--- config.mk ---
export PLATFORM = sky130hd
export DESIGN_NAME = button_conditioner_flat
export DESIGN_NICKNAME = d
export VERILOG_FILES = /design/src/rtl/button_conditioner_if.sv /design/src/rtl/button_conditioner.sv /design/src/flat_wrapper.sv
export SDC_FILE = /design/constraint.sdc
export NUM_CORES = 1
export LEC_CHECK = 0
export CORE_AREA = 2 2 73 88
export CTS_BUF_LIST = sky130_fd_sc_hd__clkbuf_4
export DETAILED_ROUTE_END_ITERATION = 10
export DIE_AREA = 0 0 75 90
export PLACE_DENSITY = 0.61
export SETUP_SLACK_MARGIN = 0.5
export SYNTH_ARGS = -nofsm -noshare
export SYNTH_HDL_FRONTEND = slang
export SYNTH_SLANG_ARGS = --single-unit
--- constraint.sdc ---
create_clock -name clk -period 3.4 [get_ports clk]
set_input_delay 0.68 -clock clk [delete_from_list [all_inputs] [get_ports clk]]
set_output_delay 0.68 -clock clk [all_outputs]
set_load 0.02 [all_outputs]
--- src/rtl/button_conditioner_if.sv ---
// Signal bundle between a raw push-button pad and its conditioner.
// The conditioner takes the slave side; the pad/stimulus side takes the master side.
interface button_conditioner_if;
    logic bouncy_i;
    logic debounced_o;
    logic press_o;
    logic release_o;
    logic long_o;
    logic repeat_o;

    modport master (
        output bouncy_i,
        input  debounced_o,
        input  press_o,
        input  release_o,
        input  long_o,
        input  repeat_o
    );

    modport slave (
        input  bouncy_i,
        output debounced_o,
        output press_o,
        output release_o,
        output long_o,
        output repeat_o
    );
endinterface

--- src/rtl/button_conditioner.sv ---
// Push-button conditioner: synchroniser, debounce FSM, press/release/long-press events.
// Optional auto-repeat pulses are enabled by defining BTN_AUTOREPEAT_EN.
module button_conditioner #(
    parameter int DEBOUNCE_CYCLES = 120000,
    parameter int LONG_CYCLES     = 12000000,
    parameter int REPEAT_CYCLES   = 2400000,
    parameter int ACTIVE_LOW      = 1
) (
    input  logic               clk,
    input  logic               rst_n,
    button_conditioner_if.slave btn
);

    localparam int DB_W   = $clog2(DEBOUNCE_CYCLES + 1);
    localparam int HOLD_W = $clog2(LONG_CYCLES + 1);

    localparam logic [DB_W-1:0]   DB_LAST   = DB_W'(DEBOUNCE_CYCLES - 1);
    localparam logic [DB_W-1:0]   DB_MAX    = DB_W'(DEBOUNCE_CYCLES);
    localparam logic [HOLD_W-1:0] HOLD_LAST = HOLD_W'(LONG_CYCLES - 1);
    localparam logic [HOLD_W-1:0] HOLD_MAX  = HOLD_W'(LONG_CYCLES);

    if ((DEBOUNCE_CYCLES < 2) || (LONG_CYCLES <= DEBOUNCE_CYCLES) || (REPEAT_CYCLES < 1)) begin : g_bad_cfg
        $error("button_conditioner: inconsistent cycle parameters");
    end

    typedef enum logic [1:0] {
        ST_IDLE         = 2'd0,
        ST_PRESS_WAIT   = 2'd1,
        ST_HELD         = 2'd2,
        ST_RELEASE_WAIT = 2'd3
    } state_t;

    logic              pressed_raw_s;
    logic              sync_meta_r;
    logic              sync_r;
    state_t            state_r;
    state_t            state_next_s;
    logic [DB_W-1:0]   db_cnt_r;
    logic              db_done_s;
    logic [HOLD_W-1:0] hold_cnt_r;
    logic              hold_inc_s;
    logic              hold_hit_s;
    logic              long_done_r;
    logic              press_accept_s;
    logic              idle_entry_s;
    logic              debounced_next_s;
    logic              press_next_s;
    logic              release_next_s;
    logic              long_next_s;
    logic              repeat_next_s;
    logic              debounced_r;
    logic              press_r;
    logic              release_r;
    logic              long_r;
    logic              repeat_r;

    // Polarity correction ahead of the synchroniser keeps "released" as the reset value.
    assign pressed_raw_s = (ACTIVE_LOW != 0) ? ~btn.bouncy_i : btn.bouncy_i;

    // Two-flop synchroniser for the asynchronous pad.
    always_ff @(posedge clk or negedge rst_n) begin
        if (!rst_n) begin
            sync_meta_r <= 1'b0;
            sync_r      <= 1'b0;
        end else begin
            sync_meta_r <= pressed_raw_s;
            sync_r      <= sync_meta_r;
        end
    end

    assign db_done_s = (db_cnt_r == DB_LAST);

    // FSM state register.
    always_ff @(posedge clk or negedge rst_n) begin
        if (!rst_n) begin
            state_r <= ST_IDLE;
        end else begin
            state_r <= state_next_s;
        end
    end

    // FSM next-state logic.
    always_comb begin
        state_next_s = state_r;
        case (state_r)
            ST_IDLE: begin
                if (sync_r) state_next_s = ST_PRESS_WAIT;
                else        state_next_s = ST_IDLE;
            end
            ST_PRESS_WAIT: begin
                if (!sync_r)        state_next_s = ST_IDLE;
                else if (db_done_s) state_next_s = ST_HELD;
                else                state_next_s = ST_PRESS_WAIT;
            end
            ST_HELD: begin
                if (!sync_r) state_next_s = ST_RELEASE_WAIT;
                else         state_next_s = ST_HELD;
            end
            ST_RELEASE_WAIT: begin
                if (sync_r)         state_next_s = ST_HELD;
                else if (db_done_s) state_next_s = ST_IDLE;
                else                state_next_s = ST_RELEASE_WAIT;
            end
            default: state_next_s = ST_IDLE;
        endcase
    end

    assign press_accept_s = (state_r == ST_PRESS_WAIT) && (state_next_s == ST_HELD);
    assign idle_entry_s   = (state_r != ST_IDLE) && (state_next_s == ST_IDLE);

    // Debounce counter: restarts on every state change, saturates at the full count.
    always_ff @(posedge clk or negedge rst_n) begin
        if (!rst_n) begin
            db_cnt_r <= {DB_W{1'b0}};
        end else if (state_next_s != state_r) begin
            db_cnt_r <= {DB_W{1'b0}};
        end else if (((state_r == ST_PRESS_WAIT) || (state_r == ST_RELEASE_WAIT)) && (db_cnt_r != DB_MAX)) begin
            db_cnt_r <= db_cnt_r + DB_W'(1);
        end else begin
            db_cnt_r <= db_cnt_r;
        end
    end

    // Hold time only advances in HELD, so release-wait cycles push the long press later.
    assign hold_inc_s = (state_r == ST_HELD) && !long_done_r && (hold_cnt_r != HOLD_MAX);
    assign hold_hit_s = hold_inc_s && (hold_cnt_r == HOLD_LAST);

    // Hold counter and the once-per-press long flag.
    always_ff @(posedge clk or negedge rst_n) begin
        if (!rst_n) begin
            hold_cnt_r  <= {HOLD_W{1'b0}};
            long_done_r <= 1'b0;
        end else begin
            if (press_accept_s) begin
                hold_cnt_r <= {HOLD_W{1'b0}};
            end else if (hold_inc_s) begin
                hold_cnt_r <= hold_cnt_r + HOLD_W'(1);
            end else begin
                hold_cnt_r <= hold_cnt_r;
            end

            if (idle_entry_s) begin
                long_done_r <= 1'b0;
            end else if (hold_hit_s) begin
                long_done_r <= 1'b1;
            end else begin
                long_done_r <= long_done_r;
            end
        end
    end

`ifdef BTN_AUTOREPEAT_EN
    localparam int REP_W = $clog2(REPEAT_CYCLES + 1);
    localparam logic [REP_W-1:0] REP_LAST = REP_W'(REPEAT_CYCLES - 1);

    logic [REP_W-1:0] rep_cnt_r;
    logic             rep_inc_s;
    logic             rep_hit_s;

    assign rep_inc_s = (state_r == ST_HELD) && long_done_r;
    assign rep_hit_s = rep_inc_s && (rep_cnt_r == REP_LAST);

    // Repeat counter runs after the long press, freezes while release is pending.
    always_ff @(posedge clk or negedge rst_n) begin
        if (!rst_n) begin
            rep_cnt_r <= {REP_W{1'b0}};
        end else if (state_r == ST_IDLE) begin
            rep_cnt_r <= {REP_W{1'b0}};
        end else if (rep_hit_s) begin
            rep_cnt_r <= {REP_W{1'b0}};
        end else if (rep_inc_s) begin
            rep_cnt_r <= rep_cnt_r + REP_W'(1);
        end else begin
            rep_cnt_r <= rep_cnt_r;
        end
    end

    assign repeat_next_s = rep_hit_s;
`else
    assign repeat_next_s = 1'b0;
`endif

    // FSM output decode, captured into output registers below.
    always_comb begin
        debounced_next_s = (state_next_s == ST_HELD) || (state_next_s == ST_RELEASE_WAIT);
        press_next_s     = press_accept_s;
        release_next_s   = (state_r == ST_RELEASE_WAIT) && (state_next_s == ST_IDLE);
        long_next_s      = hold_hit_s;
    end

    // Output registers.
    always_ff @(posedge clk or negedge rst_n) begin
        if (!rst_n) begin
            debounced_r <= 1'b0;
            press_r     <= 1'b0;
            release_r   <= 1'b0;
            long_r      <= 1'b0;
            repeat_r    <= 1'b0;
        end else begin
            debounced_r <= debounced_next_s;
            press_r     <= press_next_s;
            release_r   <= release_next_s;
            long_r      <= long_next_s;
            repeat_r    <= repeat_next_s;
        end
    end

    assign btn.debounced_o = debounced_r;
    assign btn.press_o     = press_r;
    assign btn.release_o   = release_r;
    assign btn.long_o      = long_r;
    assign btn.repeat_o    = repeat_r;

endmodule

--- src/flat_wrapper.sv ---
// flat-port wrapper written by rule: the top's interface ports become plain ports
module button_conditioner_flat 
#(
    parameter int DEBOUNCE_CYCLES = 120000,
    parameter int LONG_CYCLES     = 12000000,
    parameter int REPEAT_CYCLES   = 2400000,
    parameter int ACTIVE_LOW      = 1
)
  (clk, rst_n, btn_bouncy_i, btn_debounced_o, btn_press_o, btn_release_o, btn_long_o, btn_repeat_o);
  button_conditioner_if btn_i ();
  input  logic clk;
  input  logic rst_n;
  input wire logic [$bits(btn_i.bouncy_i)-1:0] btn_bouncy_i;
  output wire logic [$bits(btn_i.debounced_o)-1:0] btn_debounced_o;
  output wire logic [$bits(btn_i.press_o)-1:0] btn_press_o;
  output wire logic [$bits(btn_i.release_o)-1:0] btn_release_o;
  output wire logic [$bits(btn_i.long_o)-1:0] btn_long_o;
  output wire logic [$bits(btn_i.repeat_o)-1:0] btn_repeat_o;
  assign btn_i.bouncy_i = btn_bouncy_i;
  assign btn_debounced_o = btn_i.debounced_o;
  assign btn_press_o = btn_i.press_o;
  assign btn_release_o = btn_i.release_o;
  assign btn_long_o = btn_i.long_o;
  assign btn_repeat_o = btn_i.repeat_o;
  button_conditioner #(.DEBOUNCE_CYCLES(DEBOUNCE_CYCLES), .LONG_CYCLES(LONG_CYCLES), .REPEAT_CYCLES(REPEAT_CYCLES), .ACTIVE_LOW(ACTIVE_LOW)) u_core (.clk(clk), .rst_n(rst_n), .btn(btn_i));
endmodule
After elaboration in Yosys (flattened, before gate mapping)
Cells that the tools add are included.
Widths: inputs -> output; s select.
{"block": "op_classes", "eq_ne": 10, "n_addsub": 2, "bitwise": 1, "n_mux": 13, "reduce_logical": 16}
{"operator": "$mux 24", "n": 2}
{"operator": "$mux 17", "n": 2}
{"operator": "$add 24x1->24 const B", "n": 1}
{"operator": "$eq 24x24->1 const B", "n": 1}
{"operator": "$ne 24x24->1 const B", "n": 1}
{"operator": "$add 17x1->17 const B", "n": 1}
{"operator": "$eq 17x17->1 const B", "n": 1}
{"operator": "$ne 17x17->1 const B", "n": 1}
{"operator": "$eq 2x2->1 const B", "n": 4}
{"operator": "$mux 2", "n": 4}
{"operator": "$pmux 2 s4", "n": 1}
{"operator": "$reduce_bool 2->1", "n": 4}
{"operator": "$logic_and 1x1->1", "n": 7}
{"operator": "$logic_not 2->1", "n": 2}
{"operator": "$mux 1", "n": 4}
{"operator": "$eq 2x1->1 const B", "n": 1}
{"operator": "$logic_or 1x1->1", "n": 2}
{"operator": "$ne 2x2->1", "n": 1}
{"operator": "$logic_not 1->1", "n": 1}
{"operator": "$not 1->1", "n": 1}
{"block": "word_totals", "output_inout_bits": 5, "regBits": 50, "word_cells": 52, "in_bits": 3}

Longest topological paths before layout
Gate-level depths: netlist of run 1.
{"block": "logic_depth", "depth_word": 7, "ltp_mapped": 7, "depth_no_buf": 6}

Worst setup path before layout of run 1
OpenSTA, ideal clock, no wires.
{"block": "synth_path", "kind": "flip-flop to flip-flop", "from": "reg u_core.hold_cnt_r[14]", "to": "reg u_core.hold_cnt_r[2]", "period_less_slack_ps": 1914, "t_arrival_ps": 1835, "path_slack_ps": 1486, "path_stages_with_launch": 5, "required_ps": 3321, "setup_ps": 79, "path_cell_list": "dfrtp_1 > or4b_1 > or4_4 > o211ai_2 > mux2i_1"}
{"block": "synth_via", "elab_chain_cells": 3}
{"item": "from (decl)", "line": "button_conditioner.sv:40", "text": "logic [HOLD_W-1:0] hold_cnt_r;"}
{"item": "from (signal assigned)", "line": "button_conditioner.sv:131", "text": "hold_cnt_r <= {HOLD_W{1'b0}};"}
{"item": "from (signal assigned)", "line": "button_conditioner.sv:135", "text": "hold_cnt_r <= {HOLD_W{1'b0}};"}
{"item": "from (signal assigned)", "line": "button_conditioner.sv:137", "text": "hold_cnt_r <= hold_cnt_r + HOLD_W'(1);"}
{"item": "$ne 24x24->1", "line": "button_conditioner.sv:125", "text": "assign hold_inc_s = (state_r == ST_HELD) && !long_done_r && (hold_cnt_r != HOLD_MAX);"}
{"item": "$logic_and 1x1->1", "line": "button_conditioner.sv:125"}
{"item": "$reduce_bool 2->1 (no source line)"}
No other way between the ends.
A chain may end at the register's enable or synchronous reset.

Final worst setup path of run 1
{"block": "layout_path", "from": "reg u_core.state_r[0]", "to": "reg u_core.hold_cnt_r[20]"}
{"block": "layout_via", "elab_chain_cells": 5, "elab_cells_between_ends": 11}
{"item": "from (decl)", "line": "button_conditioner.sv:36", "text": "state_t state_r;"}
{"item": "from (signal assigned)", "line": "button_conditioner.sv:78", "text": "state_r <= state_next_s;"}
{"item": "$eq 2x2->1, or another cell as far along", "line": "button_conditioner.sv:85", "text": "case (state_r)"}
{"item": "$pmux 2 s4", "line": "button_conditioner.sv:85"}
{"item": "$eq 2x2->1", "line": "button_conditioner.sv:108", "text": "assign press_accept_s = (state_r == ST_PRESS_WAIT) && (state_next_s == ST_HELD);"}
{"item": "$logic_and 1x1->1", "line": "button_conditioner.sv:108"}
{"item": "$mux 24 / $reduce_bool 2->1 (equally long branches)"}
{"item": "to (signal assigned)", "line": "button_conditioner.sv:135"}
{"item": "to (signal assigned)", "line": "button_conditioner.sv:137"}
{"item": "to (signal assigned)", "line": "button_conditioner.sv:139", "text": "hold_cnt_r <= hold_cnt_r;"}
Parallel ways exist; a longest one is shown, timed or not.

==> qor.txt, run 1 <==
Yosys cell types = 53
Die height = 90 um
Syn avg cell area = 9.80 um^2
Hold Crit Class = primary input to async pin
Count leader, synth = dfrtp_1
Die ar. = 6750 um^2
First-pass GRT wire length = 9.58 mm
Synth Area in Adders = 1.82%
Clock skew = 0.0155 ns
Switching part of the total = 24.2%
CP Max Fanout = 16
M1 GR Usage = 23.5%
Wire per inst = 15.2 um
VDD IR max = 0.129 mV
GRT Util Overall = 18.0%
Setup tns final = 0 ns
P_sw = 0.000218 W
Largest net degree at the start of global routing = 34
Hold Vio Cnt, Final = 0
Rows = 31
Post-route setup slack = 1.16 ns
Final WL = 5.43 mm
Starting Density = 46.3%
Final setup viols = 0
Hold Buf Count CTS = 0
Core ar. = 5930 um^2
Synth Net Count = 287
Clock sinks = 50
Multiplexer share of the synthesized area = 1.91%
Post-Syn Area = 2750 um^2
CTS tree = done
Cell-internal power = 0.000684 W
Clock power frac = 28.1%
Largest family of logic cells by synthesized area = simple AND/OR/NAND/NOR gates
Filler cells = 586
Synth top area share = 45.6%
IO buf count = 6
I/O pin total = 8
Fmax = 446 MHz
Seq pwr share = 67.2%
RSZ-0062 raised after global routing = no
CTS Buffer Depth = 2
Final ANT Viol Nets = 0
Clk Latency, worst-skew pair = 0.37 ns
Proportion of layout cells with a drive suffix above 1 = 7.61%
Routability cong. = 0.769
Vias in the first global route = 2016
Max-slew headroom = 52.4%
DRT iter0 DRCs = 103
Slew Limit Fails = 0
Ys async rst share = 100%
Drc violations = 0
Synth Area in XOR/XNOR = 6.70%
DR pass1 iterations = 4
#FFs+latches synth = 50
Number of CTS-inserted buffers = 5
Critical Path RT = 3.70 ns
Worst slew pin tran = 0.713 ns
N_diodes = 0
Design Power = 0.000902 W
Crit path time final = 2.24 ns
Worst Path Class, Setup = register to register
Die extent in x = 75 um
Pwr/cell area = 313 nW/um^2
Crit path DAT = 2.55 ns
Met2 Use GR = 29.1%
Root buffer cell = clkbuf_4
Reg clk slew, reported paths = 0.14 ns
Post-Synth Simple-Gate Area = 26.6%
Cell count after synthesis = 280
Sequential share of the synthesized area = 45.6%
Post-synth EDFFs = 0
Vias/cell = 5.69
Setup bufs post-CTS = 0
H-tree levels = 2
Post_cts resized = 0
Via count = 2037
Status = finished, final reports clean
Cell taking the most area after synthesis = dfrtp_1
Commonest cells in the netlist = 50 x dfrtp_1, 24 x a21oi_1, 18 x xor2_1
GR peak layer = met2
Yosys warnings = 0
Synth Area in Compound Gates = 13.0%
Period utilization = 66.0%
Largest cells by area after synthesis = dfrtp_1 46%, xor2_1 5.7%, a21oi_1 4.4%, nand4_1 3.6%, nand3_1 3.1%
P&R area growth vs syn = 5.10%
Antenna violations before repair = 0
Grt met3 use = 4.04%
Total grt overflow = 0
Dpl hpwl = 3.72 mm
MaxCap Viol Count = 0
Pleak = 1.19 nW
Main synth FF type = dfrtp_1
CP Capture Type = register
Fin nets = 284
Type of origin of the critical path = register
Combinational power share = 4.7%
Post-Place Worst Slack = 1.17 ns
path summary, 6_finish.rpt:
check | from | endpoint | slack, ns | depth (start not counted)
worst max-delay path | u_core.state_r[0] | u_core.hold_cnt_r[20] | 1.16 | 4
worst min-delay path | rst_n | u_core.hold_cnt_r[1] | 0.21 | 1
worst max register to register | u_core.state_r[0] | u_core.hold_cnt_r[20] | 1.16 | 4
worst min register to register | u_core.sync_meta_r | u_core.sync_r | 0.36 | 0
max in group asynchronous | rst_n | u_core.db_cnt_r[13] | 2.42 | 2
min in group clk | u_core.sync_meta_r | u_core.sync_r | 0.36 | 0
worst max-delay path, stage by stage, from the launching register on:
cell,delay [ns]
dfrtp_1,0.56
and4bb_2,0.47
nand3_1,0.38
or4_1,0.61
a21oi_1,0.16
area by class of cell:
| cell class | instances | area, um^2 | area share (%) |
|---|---|---|---|
| Sequential cell | 50 | 1250 | 43.4 |
| Timing Repair Buffer | 8 | 70.1 | 2.43 |
| Tap cell | 82 | 103 | 3.56 |
| Inverter | 9 | 33.8 | 1.17 |
| Clock buffer | 5 | 37.5 | 1.30 |
| Multi-Input combinational cell | 203 | 1390 | 48.0 |
| Clock inverter | 1 | 3.75 | 0.130 |
cell families (layout without fill, tap and decap cells):
family	after synthesis	after routing
AND/OR/NAND/NOR	116	116
AO/OA/AOI/OAI	56	56
flip-flops	50	50
buffers and inverters	27	23
XOR/XNOR	21	21
multiplexers	5	5
adder cells (fa/ha/maj)	4	4
other	1	1
state kept, by name (all words and copies together) (netlist names):
signal	flops
u_core.state_r	2
u_core.btn.press_o	1
u_core.btn.long_o	1
u_core.btn.release_o	1
u_core.db_cnt_r	17
u_core.sync_meta_r	1
u_core.hold_cnt_r	24
u_core.btn.debounced_o	1
u_core.sync_r	1
u_core.long_done_r	1
metrics by stage:
step / util [%] / cell area, um^2 / hold WS (ns) / instances
detailed placement: 47.9 / 2840 / 0.335 / 352
CTS: 48.6 / 2890 / 0.220 / 358
global route: 48.6 / 2890 / 0.214 / 358
floorplan: - / 2750 / 0.331 / 280
finish: 48.6 / 2890 / 0.213 / 358
global placement: 47.9 / 2840 / 0.333 / 352
power groups by stage:
stage,sequential [W],combinational (W),clock (W)
final,0.000606,0.0000423,0.000254
after global placement,0.000617,0.0000430,0
after detailed placement,0.000617,0.0000442,0
after global routing,0.000608,0.0000488,0.000291
after CTS,0.000606,0.0000444,0.000266
after floorplan,0.000615,0.0000262,0
metal layers:
metal / routed length [um] / share of wire (%) / up-vias
li1: - / - / 1022
met1: 2520 / 46 / 991
met2: 2730 / 50 / 18
met3: 103 / 1.9 / 6
met4: 80 / 1.5 / 0
met5: 0 / 0 / -
placed cells by master (no fill, tap or decap), types with 5 or more instances in the layout:
cell             count
clkbuf_4             5
inv_1                9
or4_1                9
or3_1                9
dfrtp_1             50
o31ai_1              7
nand4_1             16
and3_1               6
nand2_1             13
o21ai_0             10
xor2_1              18
a21oi_1             24
and4_1               8
clkdlybuf4s50_1      5
nor2_1              13
nand3_1             17
(Power assumes the default switching activity.)
==> run 2, diff against run 1 <==
PLACE_DENSITY = 0.63   (was 0.61)
clock period = 1.9 ns   (was 3.4 ns; I/O delays follow)
==> qor.txt, run 2 (synthesis gave the netlist of run 1 again) <==
Status = finished, final reports clean
Final ANT Viol Nets = 0
H-tree levels = 2
Worst R2R End = u_core.hold_cnt_r[0]
Final setup viols = 0
Total grt overflow = 0
Cell-internal power = 0.00127 W
Clock sinks = 50
P&R area growth vs syn = 42.1%
N_diodes = 0
CTS tree = done
Switching part of the total = 25.9%
Type of origin of the critical path = register
Starting Density = 46.3%
Rows = 31
Number of CTS-inserted buffers = 5
Die ar. = 6750 um^2
Top reg by flops = u_core.hold_cnt_r
First-pass GRT wire length = 12.0 mm
Pwr/cell area = 439 nW/um^2
Proportion of layout cells with a drive suffix above 1 = 47.3%
Slew Limit Fails = 0
Hold Vio Cnt, Final = 0
DR pass1 iterations = 4
Worst-path cell chain = or4b_1 -> or4_4 -> o21ai_4 -> mux2i_1
CP Max Fanout = 3
DRT iter0 DRCs = 157
MaxCap Viol Count = 0
Final WL = 7.23 mm
Antenna violations before repair = 0
CP Capture Type = register
Root buffer cell = clkbuf_4
Flop-to-flop setup slack = 0.04 ns
Clk Latency, worst-skew pair = 0.38 ns
IO buf count = 6
Worst hold start = u_core.sync_meta_r
Pleak = 1.62 nW
Clock skew = 0.0121 ns
Bufs and invs on worst path = 0
Hold Crit Class = register to register
Fmax = 538 MHz
Fin nets = 353
VDD IR max = 0.267 mV
I/O pin total = 8
M1 WL = 2.90 mm
Worst path top cell family by delay = simple AND/OR/NAND/NOR gates
DR WL met2 = 3.88 mm
Hold Path Stages = 0
Routability cong. = 0.806
Combinational power share = 7.7%
Flip-flop count of the largest register after layout = 24
Post-Place Worst Slack = 0.0492 ns
Top sig layer = met4
Largest net degree at the start of global routing = 51
Filler cells = 470
Dpl hpwl = 4.03 mm
Crit path DAT = 2.17 ns
Seq pwr share = 63.2%
Vias/cell = 5.70
Via count = 2447
R2R cell count = 4
Commonest non-fill, non-tap cells in the layout = 53 x buf_4, 47 x dfrtp_1, 23 x a21oi_2
Core ar. = 5930 um^2
Reg clk slew, reported paths = 0.15 ns
Post-route setup slack = 0.0422 ns
Drc violations = 0
CTS Buffer Depth = 2
Die height = 90 um
Met3 WL post-DR = 157 um
Vias in the first global route = 2560
Setup tns final = 0 ns
Worst Path Class, Setup = register to register
Most common cell after layout, fill and taps aside = buf_4
Crit-path max cell delay = 0.52 ns
P_sw = 0.000443 W
Critical Path RT = 2.22 ns
Wire per inst = 16.9 um
Die extent in x = 75 um
RSZ-0062 raised after global routing = yes
Biggest regs = u_core.hold_cnt_r: 24 flops, u_core.db_cnt_r: 17 flops, u_core.state_r: 2 flops
GRT Util Overall = 22.9%
Clock power frac = 29.1%
Worst Hold End = u_core.sync_r
Slowest stage cell, crit path = or4b_1
Period utilization = 97.8%
Crit Reg-Reg Startpoint = u_core.hold_cnt_r[14]
Crit path time final = 1.86 ns
[run 2: cell types whose count changed in the layout (fill, tap and decap cells not counted), sizes merged]
cell           previous run  this run
clkdlybuf4s50             5         1
nand3                    17        18
clkinvlp                  0         1
dlygate4sd3               0         1
clkinv                    1         2
buf                       3        74
[run 2: timing repair]
| item | 4_1_cts | 5_1_grt |
|---|---|---|
| pin swaps | 15 | 14 |
| hold buffers | 1 | 0 |
| setup endpoints to repair | 52 | 49 |
| hold endpoints to repair | 50 | 0 |
| setup buffers | 38 | 1 |
| gates resized for setup | 66 | 30 |
| cloned | 4 | 1 |
[run 2: layout make-up]
| class | count | area [um^2] | share of cell area [%] |
|---|---|---|---|
| sequential | 50 | 1250 | 32.2 |
| clock buffer | 5 | 37.5 | 0.962 |
| inverter | 9 | 33.8 | 0.866 |
| tap | 82 | 103 | 2.63 |
| clock inverter | 3 | 16.3 | 0.417 |
| multi-input combinational | 204 | 1760 | 45.0 |
| timing repair buffer | 76 | 698 | 17.9 |
[run 2: layer usage]
metal  vias to the layer above  GRT usage [%]
li1                       1175              -
met1                      1206           27.3
met2                        45           38.4
met3                        21           4.04
met4                         0           11.0
met5                         -              0
[run 2: how the worst max path moves through the flow]
| stage | start | to | slack [ns] | cells after the start |
|---|---|---|---|---|
| global placement | u_core.hold_cnt_r[14] | u_core.hold_cnt_r[2] | 0.05 | 4 |
| CTS | u_core.hold_cnt_r[14] | u_core.hold_cnt_r[0] | 0.02 | 4 |
| detailed placement | u_core.hold_cnt_r[14] | u_core.hold_cnt_r[0] | 0.05 | 4 |
| floorplan | u_core.hold_cnt_r[12] | u_core.hold_cnt_r[2] | 0.13 | 4 |
| global route | u_core.hold_cnt_r[14] | u_core.hold_cnt_r[0] | -0.05 | 4 |
| finish | u_core.hold_cnt_r[14] | u_core.hold_cnt_r[0] | 0.04 | 4 |
[run 2: through the flow]
step	utilization (%)	power (W)	area (um^2)	hold slack [ns]	std cells
global route	65.7	0.00180	3900	0.392	429
finish	65.7	0.00171	3900	0.373	429
CTS	63.5	0.00170	3770	0.373	427
floorplan	-	0.00115	2920	0.0844	280
global placement	53.2	0.00119	3160	0.333	376
detailed placement	53.2	0.00119	3160	0.339	376
[run 2: power groups by stage]
stage | Sequential [W] | Clock (W) | Combinational (W)
detailed placement | 0.00110 | 0 | 0.0000918
global placement | 0.00110 | 0 | 0.0000914
finish | 0.00108 | 0.000498 | 0.000132
floorplan | 0.00110 | 0 | 0.0000491
CTS | 0.00108 | 0.000509 | 0.000113
global route | 0.00108 | 0.000567 | 0.000146
==> run 3, diff against run 2 <==
CORE_AREA = 2 2 68 83   (was 2 2 73 88)
DIE_AREA = 0 0 70 85   (was 0 0 75 90)
PLACE_DENSITY = 0.71   (was 0.63)
==> qor.txt, run 3 (synthesis gave the netlist of run 1 again) <==
Vias in the first global route = 2480
Slew Limit Fails = 0
Filler cells = 371
Post-Place Worst Slack = 0.0628 ns
Via count = 2390
RSZ-0062 raised after global routing = yes
DRT iter0 DRCs = 188
Area of the multi-input gates = 1660 um^2
H-tree levels = 2
Critical Path RT = 2.19 ns
P&R area growth vs syn = 33.7%
CP Max Fanout = 4
Bufs and invs on worst path = 0
Reg clk slew, reported paths = 0.14 ns
Fin nets = 338
Worst-path cell chain = or4b_1 -> or4_4 -> o211ai_2 -> mux2i_1
Crit path capture = u_core.hold_cnt_r[2]
Final setup viols = 0
Flip-flop count of the largest register after layout = 24
I/O pin total = 8
Hold Vio Cnt, Final = 0
Core ar. = 5150 um^2
Clk Latency, worst-skew pair = 0.36 ns
Design Power = 0.00167 W
Proportion of layout cells with a drive suffix above 1 = 40.7%
Die extent in x = 70 um
Most common cell after layout, fill and taps aside = dfrtp_1
Number of CTS-inserted buffers = 5
CP Capture Type = register
Fmax = 533 MHz
Slowest stage cell, crit path = or4b_1
IO buf count = 6
Clock sinks = 50
Worst Setup SP = u_core.hold_cnt_r[22]
Crit path time final = 1.87 ns
Period utilization = 98.7%
Crit path DAT = 2.17 ns
Cell count along the critical path = 4
Total grt overflow = 0
Starting Density = 53.3%
Crit Reg-Reg Startpoint = u_core.hold_cnt_r[22]
Final WL = 6.88 mm
Antenna violations before repair = 0
MaxCap Viol Count = 0
Sequential cell area = 1250 um^2
CTS Buffer Depth = 2
Die ar. = 5950 um^2
Pwr/cell area = 454 nW/um^2
Type of origin of the critical path = register
Die height = 85 um
Largest net degree at the start of global routing = 51
First-pass GRT wire length = 11.8 mm
Post-route setup slack = 0.0255 ns
Worst path top cell family by delay = simple AND/OR/NAND/NOR gates
Util after Layout = 71.2%
Root buffer cell = clkbuf_4
Pleak = 1.54 nW
Rows = 29
Setup tns final = 0 ns
Dpl hpwl = 4.07 mm
Crit-path max cell delay = 0.48 ns
N_diodes = 0
DR pass1 iterations = 4
Routability cong. = 0.851
Flop-to-flop setup slack = 0.03 ns
Biggest regs = u_core.hold_cnt_r: 24 flops, u_core.db_cnt_r: 17 flops, u_core.state_r: 2 flops
Status = finished, final reports clean
Worst R2R End = u_core.hold_cnt_r[2]
Hold Crit Class = register to register
GRT Util Overall = 24.9%
Clock skew = 0.00373 ns
Vias/cell = 6.07
Drc violations = 0
Commonest non-fill, non-tap cells in the layout = 49 x dfrtp_1, 41 x buf_4, 23 x a21oi_2
VDD IR max = 0.405 mV
Wire per inst = 17.4 um
Worst Path Class, Setup = register to register
CTS tree = done
R2R cell count = 4
Top reg by flops = u_core.hold_cnt_r
Final ANT Viol Nets = 0
run 3: changes by cell type in the layout (fill, tap and decap cells not counted), moves of 2 or more:
cell / delta
clkinv_1: +2
a32oi_1: +2
buf_4: -12
a32oi_2: -2
nand3_2: -2
buf_12: +2
nor2_4: -8
nor2_2: +8
dfrtp_1: +2
buf_6: -4
dfrtp_2: -2
run 3: worst min-delay path by stage:
stage                             endpoint  slack [ns]               start  cells after the start
detailed placement           u_core.sync_r        0.34  u_core.sync_meta_r                      0
finish                       u_core.sync_r        0.37  u_core.sync_meta_r                      0
floorplan           u_core.btn.debounced_o        0.08               rst_n                      0
global route                 u_core.sync_r        0.39  u_core.sync_meta_r                      0
CTS                          u_core.sync_r        0.37  u_core.sync_meta_r                      0
global placement             u_core.sync_r        0.33  u_core.sync_meta_r                      0
run 3: power breakdown:
group / leakage [nW] / internal [W] / switching (W)
registers: 0.688 / 0.00107 / 0.00000728
logic: 0.825 / 0.0000481 / 0.0000750
clock network: 0.0277 / 0.000133 / 0.000329
total: 1.54 / 0.00125 / 0.000411
run 3: routing by layer:
metal | vias up | GRT usage, % | share of wire (%)
met5 | - | 0 | 0
met4 | 0 | 9.97 | 2.4
met3 | 14 | 3.56 | 2.4
met2 | 39 | 45.6 | 55
met1 | 1196 | 29.0 | 40
li1 | 1141 | - | -
run 3: repair_timing:
action	CTS	global route
endpoints found under the hold margin	50	0
cloned	4	0
hold buffers	1	0
buffers inserted	22	4
pin swaps	13	6
endpoints found under the setup margin	52	50
resized for setup	58	13
run 3: final cells by class:
cell class / count / area share, %
inverter: 9 / 0.920
clock buffer: 5 / 1.02
multi-input combinational: 203 / 45.1
clock inverter: 3 / 0.307
timing repair buffer: 62 / 16.4
sequential: 50 / 34.1
tap: 62 / 2.11
run 3: metrics by stage:
stage / instance area [um^2] / hold WS [ns] / std cells
2_1_floorplan: 2920 / 0.0844 / 280
3_3_place_gp: 3130 / 0.332 / 355
3_5_place_dp: 3130 / 0.336 / 355
4_1_cts: 3600 / 0.369 / 390
5_1_grt: 3670 / 0.393 / 394
6_report: 3670 / 0.368 / 394
